### src/rtl/vga_bitgen.sv
// Pixel generator behind the VGA timing generator: border, checkerboard background
// and a bouncing box, with the syncs delayed one cycle to stay aligned with rgb.
module vga_bitgen #(
    parameter int         H_START   = 144,
    parameter int         V_START   = 0,
    parameter int         H_ACTIVE  = 640,
    parameter int         V_ACTIVE  = 480,
    parameter int         BOX_W     = 32,
    parameter int         BOX_X0    = 100,
    parameter int         BOX_Y0    = 100,
    parameter int         VS_POL    = 1,
    parameter logic [7:0] BOX_COLOR = 8'hE0,
    parameter logic [7:0] BG_A      = 8'h03,
    parameter logic [7:0] BG_B      = 8'h00
) (
    input  logic       clk,
    input  logic       clear_n,
    input  logic [9:0] hcount,
    input  logic [9:0] vcount,
    input  logic       bright,
    input  logic       hsync_in,
    input  logic       vsync_in,
    input  logic       move_en,
    input  logic [2:0] speed,
    output logic [7:0] rgb,
    output logic       hsync_out,
    output logic       vsync_out,
    output logic [7:0] frame_cnt
);

    localparam logic       VS_ACT = (VS_POL != 0);
    localparam logic [9:0] X_LIM  = 10'(H_ACTIVE - BOX_W);
    localparam logic [9:0] Y_LIM  = 10'(V_ACTIVE - BOX_W);
    localparam logic [9:0] X_LAST = 10'(H_ACTIVE - 1);
    localparam logic [9:0] Y_LAST = 10'(V_ACTIVE - 1);

    logic [7:0] rgb_q, rgb_d;
    logic       hsync_q, vsync_q;
    logic [7:0] frame_cnt_q;
    logic [9:0] box_x_q, box_y_q;
    logic       dx_q, dy_q;
    logic       vs_prev_q;
    logic       armed_q;

    logic [9:0]  x, y;
    logic [10:0] vdiff;
    logic        visible, in_box, border, upd;
    logic [10:0] x_step, y_step;

    // Returns {dir, pos}; 11-bit sums so pos+speed never wraps before the limit compare.
    function automatic logic [10:0] axis_step(input logic [9:0] pos, input logic dir,
                                              input logic [2:0] spd, input logic [9:0] lim);
        logic [10:0] sum;
        sum = {1'b0, pos} + {8'b0, spd};
        if (dir) begin
            if (sum >= {1'b0, lim}) return {1'b0, lim};
            else                    return {1'b1, sum[9:0]};
        end else begin
            if ({1'b0, pos} <= {8'b0, spd}) return {1'b1, 10'd0};
            else                            return {1'b0, pos - {7'b0, spd}};
        end
    endfunction

    always_comb begin
        x       = hcount - 10'(H_START);
        y       = vcount - 10'(V_START);
        vdiff   = {1'b0, vcount} - 11'(V_START);
        visible = bright && (vdiff < 11'(V_ACTIVE));
        in_box  = ({1'b0, x} >= {1'b0, box_x_q}) && ({1'b0, x} < {1'b0, box_x_q} + 11'(BOX_W)) &&
                  ({1'b0, y} >= {1'b0, box_y_q}) && ({1'b0, y} < {1'b0, box_y_q} + 11'(BOX_W));
        border  = (x == 10'd0) || (x == X_LAST) || (y == 10'd0) || (y == Y_LAST);
        rgb_d   = 8'h00;
        if (!visible)    rgb_d = 8'h00;
        else if (in_box) rgb_d = BOX_COLOR;
        else if (border) rgb_d = 8'hFF;
        else             rgb_d = (x[5] ^ y[5]) ? BG_A : BG_B;
    end

    // armed_q requires an inactive vsync sample after reset, so a vsync held active
    // across reset release is not mistaken for a new frame edge.
    assign upd    = armed_q && (vs_prev_q != VS_ACT) && (vsync_in == VS_ACT);
    assign x_step = axis_step(box_x_q, dx_q, speed, X_LIM);
    assign y_step = axis_step(box_y_q, dy_q, speed, Y_LIM);

    always_ff @(posedge clk or negedge clear_n) begin
        if (!clear_n) begin
            rgb_q       <= 8'h00;
            hsync_q     <= 1'b1;
            vsync_q     <= !VS_ACT;
            frame_cnt_q <= 8'd0;
            box_x_q     <= 10'(BOX_X0);
            box_y_q     <= 10'(BOX_Y0);
            dx_q        <= 1'b1;
            dy_q        <= 1'b1;
            vs_prev_q   <= !VS_ACT;
            armed_q     <= 1'b0;
        end else begin
            rgb_q     <= rgb_d;
            hsync_q   <= hsync_in;
            vsync_q   <= vsync_in;
            vs_prev_q <= vsync_in;
            if (vsync_in != VS_ACT) armed_q <= 1'b1;
            if (upd) begin
                frame_cnt_q <= frame_cnt_q + 8'd1;
                if (move_en && (speed != 3'd0)) begin
                    dx_q    <= x_step[10];
                    box_x_q <= x_step[9:0];
                    dy_q    <= y_step[10];
                    box_y_q <= y_step[9:0];
                end
            end
        end
    end

    assign rgb       = rgb_q;
    assign hsync_out = hsync_q;
    assign vsync_out = vsync_q;
    assign frame_cnt = frame_cnt_q;

endmodule
### config.mk
export PLATFORM = sky130hd
export DESIGN_NAME = vga_bitgen
export DESIGN_NICKNAME = d
export VERILOG_FILES = /design/src/rtl/vga_bitgen.sv
export SDC_FILE = /design/constraint.sdc
export NUM_CORES = 1
export LEC_CHECK = 0
export BUFFER_PORTS_ARGS = -buffer_cell sky130_fd_sc_hd__buf_2
export CORE_MARGIN = 3
export CORE_UTILIZATION = 54
export DETAILED_ROUTE_END_ITERATION = 6
export GPL_ROUTABILITY_DRIVEN = 0
export PLACE_DENSITY = 0.83
export SLEW_MARGIN = 15
export SYNTH_ARGS = -nofsm -noshare
export SYNTH_HDL_FRONTEND = slang
export SYNTH_SLANG_ARGS = --single-unit
### constraint.sdc
create_clock -name clk -period 2.3 [get_ports clk]
set_input_delay 0.69 -clock clk [delete_from_list [all_inputs] [get_ports clk]]
set_output_delay 0.69 -clock clk [all_outputs]
set_load 0.01 [all_outputs]
==> qor.txt, run 1 <==
STA
-------------------------------------------------------------------------------
RSZ-0062 raised after global routing                                        yes
Transition time at the pin with the least slew margin                  0.613 ns
Min Hold Slack                                                         0.434 ns
Final cycle utilization of the critical path                               129%
Setup TNS                                                              -4.73 ns
Tmin final                                                              2.97 ns
Slew Limit Fails                                                              0
Maximum clock rate                                                    0.337 GHz
Worst Setup Slack, final                                              -0.668 ns
Number of endpoints with negative hold slack in the final report              0
Headroom to the max-slew limit                                            58.8%
Maximum clock skew at final layout                                    0.0163 ns
Number of endpoints failing setup at the final stage                         21

CTS
-------------------------------------------------------------------------------
Clk sinks                                                                    36
Worst-Skew Late Latency                                                 0.31 ns
Clock buffer count from CTS                                                   5
Number of buffers on the longest clock path                                   2
CTS clk-pin slew, worst paths                                           0.09 ns
Buffer type at the clock tree root                                     clkbuf_8
CTS Hold Buffers Added                                                        0
Clock tree from TritonCTS                                                   yes
CTS H-Tree Depth                                                              2

YOSYS
-------------------------------------------------------------------------------
Netlist cell types                                                           78
Number of enable-type register cells in the synthesized netlist               0
Count of synthesis-stage warnings from yosys                                  0
Async set-or-reset flop fraction in the synthesized netlist                100%
Flop and latch count out of synthesis                                        36
Post-synth net total                                                        564
Portion of the post-synthesis area used by sequential elements            22.5%
Avg Inst Size Synth                                                  8.42 sq um
Prevailing post-synth register cell                                     dfrtp_1
Gate count of the mapped netlist                                            482
Combined area of all synthesized cells                             0.00406 sq mm

POWER AND IR DROP
-------------------------------------------------------------------------------
Portion of total power attributed to combinational logic                  68.8%
Static leakage                                                       0.00263 uW
Power share of the sequential group                                       20.4%
Internal power consumption                                              2880 uW
Clock share of power                                                      10.8%
Power density cells                                                 936 mW/mm^2
Switching power summed over all nets                                    2630 uW
Switching part of the total power                                         47.7%
VDD IR max                                                           0.000554 V

GLOBAL ROUTE
-------------------------------------------------------------------------------
Number of global-route vias before repair                                 4,642
Remaining global-route overflow                                               0
Initial antenna violation count                                               0
Total routing resource utilization after global routing                   33.2%
Largest net degree at the start of global routing                            37
First-pass GRT wire length                                         22,900 microns

CRITICAL PATH
-------------------------------------------------------------------------------
Setup crit start kind                                                input port
Worst Path Required                                                     2.47 ns
Delay of the slowest cell on the worst path                             0.50 ns
Maximum fanout along the worst path                                           4
Crit-path leading delay family                                     compound AO/OA/AOI/OAI gates
Critical Setup Path Class                                             in -> reg
Nature of the critical path endpoint                                       flop
Cell-by-cell trace of the critical path                            buf_8 -> o31a_1 -> nor3_1 -> or2_4 -> ha_4 -> a211o_1 -> o21ai_0 -> a211oi_2 -> a211oi_2 -> a22oi_1
CP Data Arrival Time                                                    3.14 ns
Worst Path Buf+Inv                                                            1
Cell with the most instances on the worst path                         a211oi_2
Master of the slowest instance on the critical path                      nor3_1

DETAILED ROUTING
-------------------------------------------------------------------------------
Wire length reported by the detailed router                        17,300 microns
Routed len/inst                                                    23.6 microns
Total number of vias                                                      4,992
Drt via density                                                            6.81
Remaining antenna violation count                                             0
Pre-antenna DRT Iters                                                         7
Remaining design rule violation count                                         2
Initial drt markers                                                         590

FINAL LAYOUT
-------------------------------------------------------------------------------
Filler Cells Inserted                                                       372
Post-synthesis to final-layout area growth                                45.3%
Top library cells by usage in the layout, fill and taps aside      buf_4, buf_2, ha_1
Post-layout utilization of the core                                       84.0%
Layout cell share with drive strength beyond 1                            44.4%
Antenna fix cells                                                             0
Most common cell after layout, fill and taps aside                        buf_4
Net count reported at finish                                                718

DIE
-------------------------------------------------------------------------------
Die outline width                                                  92.7 microns
Standard cell core area                                            0.00702 sq mm
Rows                                                                         30
Initial cell density of the core                                          57.8%
Number of ports placed on the die boundary                                   47
Die H                                                              92.7 microns
Die ar.                                                            0.00859 sq mm

RUN
-------------------------------------------------------------------------------
Max-cap violation count                                                       0

PLACED DESIGN
-------------------------------------------------------------------------------
Port bufs                                                                    46
Detailed placer's ending HPWL                                      9450 microns

STATUS
-------------------------------------------------------------------------------
Failing checks                                                     DRC, setup timing
Result of the run                                                  finished with violations

WORST HOLD PATH
-------------------------------------------------------------------------------
Class of the tightest hold or removal check                         in -> async

## synth_stat cells, types with 4 or more instances
cell      count  area, sq um
ha_1         49          613
buf_4        11         82.6
a211o_1       5         43.8
and3_1       11         68.8
inv_1        43          161
nand4_1       9         56.3
a211oi_1      8         60.1
nand2b_1     12         75.1
xnor2_1      17          149
dfstp_2       9          236
o21ai_1       7         35.0
fa_1          4         80.1
a32oi_1       7         61.3
nand3_1      11         55.1
nor2_1       28          105
a21o_1        4         30.0
dfrtp_1      27          676
clkbuf_1      9         33.8
nor3_1       17         85.1
o21a_1        6         45.0
xor2_1        5         43.8
or3_1         4         25.0
o21ai_0      27          135
nor2b_1       5         31.3
o211ai_1     10         75.1
nand2_1      28          105
a31oi_1       5         31.3
or2_1         4         25.0
a21oi_1      27          135
## cell families after synthesis
kind of cell    Yosys count  synth area share [%]
simple gates            155                  20.8
fa+ha+maj                53                  17.1
compound gates          150                  27.4
flops                    36                  22.5
buf+inv                  66                  7.52
xor+xnor                 22                  4.75
## state kept, by name, indices dropped and copies added, names as in the netlist
signal and cells:
rgb 3, armed_q 1, vs_prev_q 1, hsync_out 1, box_x_q 10, dy_q 1
frame_cnt 8, box_y_q 10, dx_q 1
## layer usage
metal / track usage [%] / vias up / wire length [microns]
met4: 18.8 / 0 / 1520
met3: 5.12 / 160 / 1740
met5: 0 / - / 0
met2: 58.0 / 449 / 8150
met1: 38.6 / 2309 / 5890
li1: - / 2074 / -
## final cells by class
cell class,count,area (sq um),share of cell area [%]
Clock buffer,5,68.8,1.17
Clock inverter,3,42.5,0.721
Inverter,43,169,2.86
Multi-Input combinational cell,380,3320,56.3
Sequential cell,36,915,15.5
Tap cell,96,120,2.04
Timing Repair Buffer,170,1260,21.4
## repair_timing
item	CTS	global route
cloned	0	0
pin swaps	38	28
resized for setup	58	32
setup endpoints to repair	25	25
buffers inserted	18	12
## power groups by stage
stage                     combinational (uW)  sequential [uW]  clock [uW]
after floorplan                         1850             1030           0
after global placement                  2710             1040           0
after detailed placement                2850             1060           0
after CTS                               3180             1060         588
after global routing                    3980             1140         617
final                                   3800             1130         595
## worst paths after layout
path,from,endpoint,slack [ns],cells past startpoint
setup / recovery,hcount[5],rgb[1]$_DFF_PN0_,-0.67,10
hold / removal,clear_n,frame_cnt[7]$_DFFE_PN0P_,0.43,2
setup reg to reg,box_x_q[5]$_DFFE_PN1P_,rgb[1]$_DFF_PN0_,-0.34,10
hold reg to reg,frame_cnt[6]$_DFFE_PN0P_,frame_cnt[6]$_DFFE_PN0P_,0.51,1
max in group asynchronous,clear_n,box_x_q[1]$_DFFE_PN0P_,1.47,2
min in group clk,hsync_in,hsync_out$_DFF_PN1_,0.46,1
## per-stage QoR
stage | std cells | total power, uW | setup WS, ns | area, sq um
after floorplan | 482 | 2870 | -0.395 | 4240
after global placement | 696 | 3760 | -0.597 | 5160
after detailed placement | 696 | 3910 | -0.716 | 5160
after CTS | 722 | 4830 | -0.242 | 5660
after global routing | 733 | 5740 | -0.588 | 5900
final | 733 | 5520 | -0.668 | 5900
Power figures use the tool's default switching activity.
==> run 2: changes to the inputs <==
- ABC_AREA: not set -> 1
- CELL_PAD_IN_SITES_DETAIL_PLACEMENT: not set -> 0
- CELL_PAD_IN_SITES_GLOBAL_PLACEMENT: not set -> 1
- CORE_UTILIZATION: 54 -> 39
==> qor.txt, run 2 <==
CRITICAL PATH
-------------------------------------------------------------------------------
Master of the slowest instance on the critical path                        ha_4   was nor3_1
Nature of the critical path endpoint                                       flop   unchanged
Critical Setup Path Class                                             in -> reg   unchanged
Worst Path Buf+Inv                                                            4   was 1
Setup crit start kind                                                input port   unchanged
Worst Path Required                                                     2.50 ns   was 2.47 ns
Cell-by-cell trace of the critical path                            buf_12 -> inv_12 -> ha_4 -> inv_2 -> or2_4 -> nand2_4 -> xor2_2 -> inv_2 -> ha_4 -> nand2_4 -> nor2_4 -> nand2_2 -> o2111ai_2 -> nand3_2 -> nand2_2 -> nor2_1   was buf_8 -> o31a_1 -> nor3_1 -> or2_4 -> ha_4 -> a211o_1 -> o21ai_0 -> a211oi_2 -> a211oi_2 -> a22oi_1
Delay of the slowest cell on the worst path                             0.29 ns   was 0.50 ns
Maximum fanout along the worst path                                           2   was 4
CP Data Arrival Time                                                    2.51 ns   was 3.14 ns
Crit-path leading delay family                                     simple AND/OR/NAND/NOR gates   was compound AO/OA/AOI/OAI gates

YOSYS
-------------------------------------------------------------------------------
Count of synthesis-stage warnings from yosys                                  0   unchanged
Most instantiated library cell after synthesis                          nand2_1   was ha_1
Dominant cells by area after synthesis                             dfrtp_1, ha_1, nand2_1, inv_1, dfstp_2   was dfrtp_1, ha_1, dfstp_2, inv_1, xnor2_1
Top cell type's share of synthesized area                                 17.3%   was 16.6%
Prevailing post-synth register cell                                     dfrtp_1   unchanged
Largest area contributor in the synthesized netlist                     dfrtp_1   unchanged
Combined area of all synthesized cells                             0.00392 sq mm   was 0.00406 sq mm
Post-synth net total                                                        647   was 564
Netlist cell types                                                           41   was 78
Flop and latch count out of synthesis                                        36   unchanged
Number of enable-type register cells in the synthesized netlist               0   unchanged
Gate count of the mapped netlist                                            565   was 482
Most used standard cells in the synthesized netlist                nand2_1, inv_1, nor2_1, ha_1, a21oi_1   was ha_1, inv_1, nand2_1, nor2_1
Portion of the post-synthesis area used by sequential elements            23.3%   was 22.5%
Async set-or-reset flop fraction in the synthesized netlist                100%   unchanged
Avg Inst Size Synth                                                  6.93 sq um   was 8.42 sq um

STA
-------------------------------------------------------------------------------
Headroom to the max-slew limit                                            67.2%   was 58.8%
Tmin final                                                              2.32 ns   was 2.97 ns
Maximum clock rate                                                    0.431 GHz   was 0.337 GHz
Number of endpoints failing setup at the final stage                          2   was 21
Min Hold Slack                                                         0.429 ns   was 0.434 ns
Worst Setup Slack, final                                             -0.0183 ns   was -0.668 ns
Final cycle utilization of the critical path                               101%   was 129%
Slew Limit Fails                                                              0   unchanged
Number of endpoints with negative hold slack in the final report              0   unchanged
RSZ-0062 raised after global routing                                        yes   unchanged
Transition time at the pin with the least slew margin                  0.492 ns   was 0.613 ns
Maximum clock skew at final layout                                   0.00790 ns   was 0.0163 ns

CTS
-------------------------------------------------------------------------------
Number of buffers on the longest clock path                                   2   unchanged
CTS Hold Buffers Added                                                        0   unchanged
Buffer type at the clock tree root                                     clkbuf_8   unchanged
Clock tree from TritonCTS                                                   yes   unchanged
CTS H-Tree Depth                                                              2   unchanged
Worst-Skew Late Latency                                                 0.30 ns   was 0.31 ns
Clock buffer count from CTS                                                   5   unchanged
CTS clk-pin slew, worst paths                                           0.09 ns   about the same
Clk sinks                                                                    36   unchanged

DETAILED ROUTING
-------------------------------------------------------------------------------
Remaining antenna violation count                                             0   unchanged
Total number of vias                                                      4,035   was 4,992
Pre-antenna DRT Iters                                                         5   was 7
Routed len/inst                                                    13.9 microns   was 23.6 microns
Remaining design rule violation count                                         0   was 2
Initial drt markers                                                         174   was 590
Wire length reported by the detailed router                        11,100 microns   was 17,300 microns
Drt via density                                                            5.06   was 6.81

DIE
-------------------------------------------------------------------------------
Standard cell core area                                            0.00950 sq mm   was 0.00702 sq mm
Rows                                                                         35   was 30
Die ar.                                                            0.0113 sq mm   was 0.00859 sq mm
Initial cell density of the core                                          41.2%   was 57.8%
Die outline width                                                   106 microns   was 92.7 microns
Die H                                                               106 microns   was 92.7 microns
Number of ports placed on the die boundary                                   47   unchanged

GLOBAL ROUTE
-------------------------------------------------------------------------------
Initial antenna violation count                                               0   unchanged
GR Layer Usage met2                                                       35.3%   was 58.0%
Largest net degree at the start of global routing                            37   unchanged
Layer carrying the most global-route usage                                 met2   unchanged
First-pass GRT wire length                                         18,600 microns   was 22,900 microns
Number of global-route vias before repair                                 3,968   was 4,642
Fraction of met3 tracks used by global routing                            2.31%   was 5.12%
Remaining global-route overflow                                               0   unchanged
Grt met1 use                                                              26.0%   was 38.6%
Total routing resource utilization after global routing                   19.9%   was 33.2%

PLACED DESIGN
-------------------------------------------------------------------------------
Placed cell count                                                           779   was 696
Port bufs                                                                    46   unchanged
Detailed placer's ending HPWL                                      8540 microns   was 9450 microns

STATUS
-------------------------------------------------------------------------------
Failing checks                                                     setup timing   was DRC, setup timing
Result of the run                                                  finished with violations   unchanged

FINAL LAYOUT
-------------------------------------------------------------------------------
Top library cells by usage in the layout, fill and taps aside      nand2_1, inv_1, buf_4   was buf_4, buf_2, ha_1
Net count reported at finish                                                750   was 718
Layout cell share with drive strength beyond 1                            30.2%   was 44.4%
Post-synthesis to final-layout area growth                                29.4%   was 45.3%
Antenna fix cells                                                             0   unchanged
Most common cell after layout, fill and taps aside                      nand2_1   was buf_4
Number of standard cells in the final layout excluding fillers              798   was 733

WORST HOLD PATH
-------------------------------------------------------------------------------
Class of the tightest hold or removal check                         in -> async   unchanged

POWER AND IR DROP
-------------------------------------------------------------------------------
VDD IR max                                                           0.000484 V   was 0.000554 V
Power density cells                                                1010 mW/mm^2   was 936 mW/mm^2
Static leakage                                                       0.00256 uW   was 0.00263 uW

RUN
-------------------------------------------------------------------------------
Max-cap violation count                                                       0   unchanged

[run 2: cell types whose count changed after synthesis, moves of 10 or more]
cell	change
a21oi_1	+20
and3_1	-11
inv_1	+26
nand2_1	+94
nand2b_1	-12
nand3_1	+28
nand4_1	+17
nor2_1	+31
nor3_1	-10
o211ai_1	-10
o21ai_0	-12
xnor2_1	-11
xor2_1	+16
[run 2: layout make-up]
class                           count  area (sq um)
Timing Repair Buffer              110           747
Fill cell                         952          4440
Sequential cell                    36           912
Clock buffer                        5          68.8
Clock inverter                      3          18.8
Multi-Input combinational cell    440          2850
Inverter                           75           304
Tap cell                          129           161
[run 2: final timing paths]
| kind | startpoint | endpoint | slack (ns) | cells after the start |
|---|---|---|---|---|
| worst max-delay path | hcount[5] | rgb[1]$_DFF_PN0_ | -0.02 | 16 |
| worst min-delay path | clear_n | box_y_q[4]$_DFFE_PN0P_ | 0.43 | 2 |
| worst max register to register | box_x_q[6]$_DFFE_PN1P_ | rgb[1]$_DFF_PN0_ | -0.01 | 13 |
| worst min register to register | frame_cnt[7]$_DFFE_PN0P_ | frame_cnt[7]$_DFFE_PN0P_ | 0.48 | 1 |
| max in group asynchronous | clear_n | box_x_q[5]$_DFFE_PN1P_ | 1.51 | 2 |
| min in group clk | frame_cnt[7]$_DFFE_PN0P_ | frame_cnt[7]$_DFFE_PN0P_ | 0.48 | 1 |
[run 2: cell families (layout without fill, tap and decap cells)]
logic type      count (synthesis)  count (layout)  synth area share (%)
buf+inv                        90             193                  9.74
flops                          36              36                  23.3
xor+xnor                       27              27                  6.04
simple gates                  277             278                  31.7
fa+ha+maj                      53              53                  17.7
compound gates                 82              82                  11.6
[run 2: power by group]
group          switching, uW  total [uW]  internal, uW
Combinational           1940        3460          1520
Clock                    277         489           212
Sequential               290        1160           872
Total                   2500        5110          2610
[run 2: through the flow]
step	TNS (ns)	setup slack (ns)	cell area (sq um)	utilization, %	total power (uW)
floorplan	-0.369	-0.136	3950	-	3190
global placement	-4.89	-0.442	4660	49.1	4200
detailed placement	-5.58	-0.480	4660	49.1	4260
CTS	-0.00402	-0.00402	4890	51.5	4860
global route	-0.349	-0.132	5070	53.3	5640
finish	-0.0200	-0.0183	5070	53.3	5110
[run 2: routing by layer]
| metal | wire length (microns) | share of wire, % |
|---|---|---|
| met1 | 4970 | 45 |
| met2 | 5620 | 51 |
| met3 | 391 | 3.5 |
| met4 | 125 | 1.1 |
| met5 | 0 | 0 |
[run 2: timing repair]
action | in CTS | in global routing
setup buffers | 7 | 3
resized for setup | 19 | 37
endpoints found under the hold margin | 0 | 0
setup endpoints to repair | 4 | 22
gates cloned | 0 | 1
pin swaps | 14 | 11
==> run 3: changes to the inputs <==
- GPL_TIMING_DRIVEN: not set -> 0
- SKIP_LAST_GASP: not set -> 1
==> qor.txt, run 3 (same netlist as run 2, synthesis figures left out) <==
FINAL LAYOUT
-------------------------------------------------------------------------------
Post-synthesis to final-layout area growth                                23.5%   was 29.4%
Top library cells by usage in the layout, fill and taps aside      nand2_1, inv_1, nor2_1   was nand2_1, inv_1, buf_4
Combined area of the multi-input logic cells                       0.00287 sq mm   was 0.00285 sq mm
Antenna fix cells                                                             0   unchanged
Area used by sequential logic in the layout                           912 sq um   unchanged
Most common cell after layout, fill and taps aside                      nand2_1   unchanged
Layout cell share with drive strength beyond 1                            26.7%   was 30.2%
Post-route standard cell area excluding fillers                    0.00484 sq mm   was 0.00507 sq mm
Filler Cells Inserted                                                       973   was 952
Net count reported at finish                                                717   was 750

STA
-------------------------------------------------------------------------------
Worst Setup Slack, final                                            -0.00115 ns   was -0.0183 ns
Min Hold Slack                                                         0.480 ns   was 0.429 ns
Number of endpoints with negative hold slack in the final report              0   unchanged
Headroom to the max-slew limit                                            41.1%   was 67.2%
RSZ-0062 raised after global routing                                        yes   unchanged
Final cycle utilization of the critical path                               100%   was 101%
Tmin final                                                              2.30 ns   was 2.32 ns
Maximum clock skew at final layout                                   0.00252 ns   was 0.00790 ns
Maximum clock rate                                                    0.435 GHz   was 0.431 GHz
Slew Limit Fails                                                              0   unchanged
Transition time at the pin with the least slew margin                  0.883 ns   was 0.492 ns
Number of endpoints failing setup at the final stage                          1   was 2

POWER AND IR DROP
-------------------------------------------------------------------------------
Switching part of the total power                                         49.8%   was 49.0%
Switching power summed over all nets                                    2490 uW   was 2500 uW
Portion of total power attributed to combinational logic                  65.2%   was 67.7%
Power density cells                                                1030 mW/mm^2   was 1010 mW/mm^2
Internal power consumption                                              2510 uW   was 2610 uW
Power share of the sequential group                                       22.8%   was 22.7%
Static leakage                                                       0.00240 uW   was 0.00256 uW
Clock share of power                                                      12.0%   was 9.6%
VDD IR max                                                           0.000488 V   was 0.000484 V

GLOBAL ROUTE
-------------------------------------------------------------------------------
Number of global-route vias before repair                                 3,663   was 3,968
Initial antenna violation count                                               0   unchanged
Largest net degree at the start of global routing                            37   unchanged
Remaining global-route overflow                                               0   unchanged
Total routing resource utilization after global routing                   19.1%   was 19.9%
First-pass GRT wire length                                         17,700 microns   was 18,600 microns

CRITICAL PATH
-------------------------------------------------------------------------------
Destination of the worst register-to-register timing path          rgb[1]$_DFF_PN0_   unchanged
Delay of the slowest cell on the worst path                             0.24 ns   was 0.29 ns
Reg2Reg Setup Slack                                                     0.05 ns   was -0.01 ns
Setup crit start kind                                                input port   unchanged
Master of the slowest instance on the critical path                       or2_4   was ha_4
CP Data Arrival Time                                                    2.50 ns   was 2.51 ns
Path depth of the worst reg2reg path                                         13   unchanged
Cell-by-cell trace of the critical path                            buf_12 -> inv_12 -> ha_4 -> inv_2 -> or2_4 -> nand2_4 -> xor2_4 -> inv_2 -> ha_4 -> a21oi_4 -> nor2_2 -> a21oi_2 -> nand2_2 -> nor2_2 -> nand3_2 -> nand2_2 -> nor2_1   was buf_12 -> inv_12 -> ha_4 -> inv_2 -> or2_4 -> nand2_4 -> xor2_2 -> inv_2 -> ha_4 -> nand2_4 -> nor2_4 -> nand2_2 -> o2111ai_2 -> nand3_2 -> nand2_2 -> nor2_1
Nature of the critical path endpoint                                       flop   unchanged
Reg2reg start                                                      box_x_q[6]$_DFFE_PN1P_   unchanged
Critical Setup Path Class                                             in -> reg   unchanged
Worst Path Required                                                     2.50 ns   about the same
Maximum fanout along the worst path                                           3   was 2

STATUS
-------------------------------------------------------------------------------
Result of the run                                                  finished with violations   unchanged
Failing checks                                                     setup timing   unchanged

DIE
-------------------------------------------------------------------------------
Standard cell core area                                            0.00950 sq mm   unchanged
Number of ports placed on the die boundary                                   47   unchanged
Die H                                                               106 microns   unchanged
Die ar.                                                            0.0113 sq mm   unchanged
Initial cell density of the core                                          41.2%   unchanged
Rows                                                                         35   unchanged
Die outline width                                                   106 microns   unchanged

CTS
-------------------------------------------------------------------------------
Worst-Skew Late Latency                                                 0.30 ns   about the same
Clk sinks                                                                    36   unchanged
CTS Hold Buffers Added                                                        0   unchanged
CTS H-Tree Depth                                                              2   unchanged
Buffer type at the clock tree root                                     clkbuf_8   unchanged
Clock buffer count from CTS                                                   5   unchanged
Number of buffers on the longest clock path                                   2   unchanged
CTS clk-pin slew, worst paths                                           0.09 ns   about the same
Clock tree from TritonCTS                                                   yes   unchanged

DETAILED ROUTING
-------------------------------------------------------------------------------
Wire length reported by the detailed router                        10,700 microns   was 11,100 microns
Remaining design rule violation count                                         0   unchanged
Initial drt markers                                                         186   was 174
Top sig layer                                                              met4   unchanged
Met3 Routed Length                                                  335 microns   was 391 microns
Total number of vias                                                      3,906   was 4,035
Drt via density                                                            5.11   was 5.06
Metal-1 WL                                                         5160 microns   was 4970 microns
Routed len/inst                                                    14.0 microns   was 13.9 microns
Remaining antenna violation count                                             0   unchanged
Met2 wirelength from detailed routing                              5090 microns   was 5620 microns
Pre-antenna DRT Iters                                                         4   was 5

PLACED DESIGN
-------------------------------------------------------------------------------
Placed Area                                                        0.00435 sq mm   was 0.00466 sq mm
Port bufs                                                                    46   unchanged
Detailed placer's ending HPWL                                      8170 microns   was 8540 microns

RUN
-------------------------------------------------------------------------------
Max-cap violation count                                                       0   unchanged

WORST HOLD PATH
-------------------------------------------------------------------------------
Worst Hold Path Cells                                                         1
Capture endpoint of the worst hold path                            frame_cnt[7]$_DFFE_PN0P_
Class of the tightest hold or removal check                          reg -> reg   was in -> async
Hold path startpoint                                               frame_cnt[7]$_DFFE_PN0P_

==> run 3: changes by cell type in the layout (fill, tap and decap cells not counted), sizes merged <==
| cell | before | now |
|---|---|---|
| clkinvlp | 0 | 1 |
| clkbuf | 6 | 11 |
| buf | 109 | 71 |
| bufinv | 0 | 1 |
| clkinv | 4 | 1 |
| inv | 74 | 75 |
==> run 3: through the flow <==
stage	util (%)	total power [uW]	TNS, ns	cells	setup WS, ns
final	50.9	5000	-0.00115	765	-0.00115
after global routing	50.9	5490	-0.267	765	-0.105
after CTS	48.2	4660	-0.0123	754	-0.00957
after detailed placement	45.7	3910	-7.37	740	-0.539
after global placement	45.7	3860	-6.89	740	-0.505
after floorplan	-	3190	-0.369	565	-0.136
==> run 3: worst max-delay path: cells and delay by family <==
kind            cells  cell delay (ns)
compound gates      2             0.23
xor+xnor            1             0.17
fa+ha+maj           2             0.34
buf+inv             4             0.26
simple gates        8             0.80
==> run 3: cell type report <==
cell class	instances	share of cell area, %
multi-input cells	440	59.3
well taps	129	3.34
inverters	75	6.23
flip-flops and latches	36	18.9
clock buffers	5	1.42
clock inverters	3	0.957
plain buffers	15	2.15
repair buffers	62	7.79
==> run 3: worst max-delay path by stage <==
stage          startpoint          endpoint  slack, ns
6_report        hcount[5]  rgb[1]$_DFF_PN0_     -0.001
5_1_grt         hcount[6]  rgb[1]$_DFF_PN0_      -0.10
3_5_place_dp    hcount[5]  rgb[4]$_DFF_PN0_      -0.54
3_3_place_gp    hcount[5]  rgb[4]$_DFF_PN0_      -0.51
4_1_cts         hcount[5]  rgb[4]$_DFF_PN0_      -0.01
2_1_floorplan   hcount[5]  rgb[4]$_DFF_PN0_      -0.14
==> run 3: power groups by stage <==
stage | logic, uW | registers (uW) | clock network, uW
global placement | 2710 | 1150 | 0
global route | 3660 | 1180 | 648
detailed placement | 2750 | 1160 | 0
finish | 3260 | 1140 | 600
CTS | 2910 | 1130 | 619
floorplan | 2080 | 1100 | 0
==> run 3: repair_timing <==
item	CTS	global route
endpoints found under the setup margin	7	22
resized for setup	20	45
gates cloned	0	1
buffers inserted	6	10
pin swaps	13	19
==> run 3: routing by layer <==
metal / up-vias / global-route usage [%]
li1: 2012 / -
met1: 1809 / 26.4
met2: 72 / 31.2
met3: 13 / 2.67
met4: 0 / 5.18
met5: - / 0
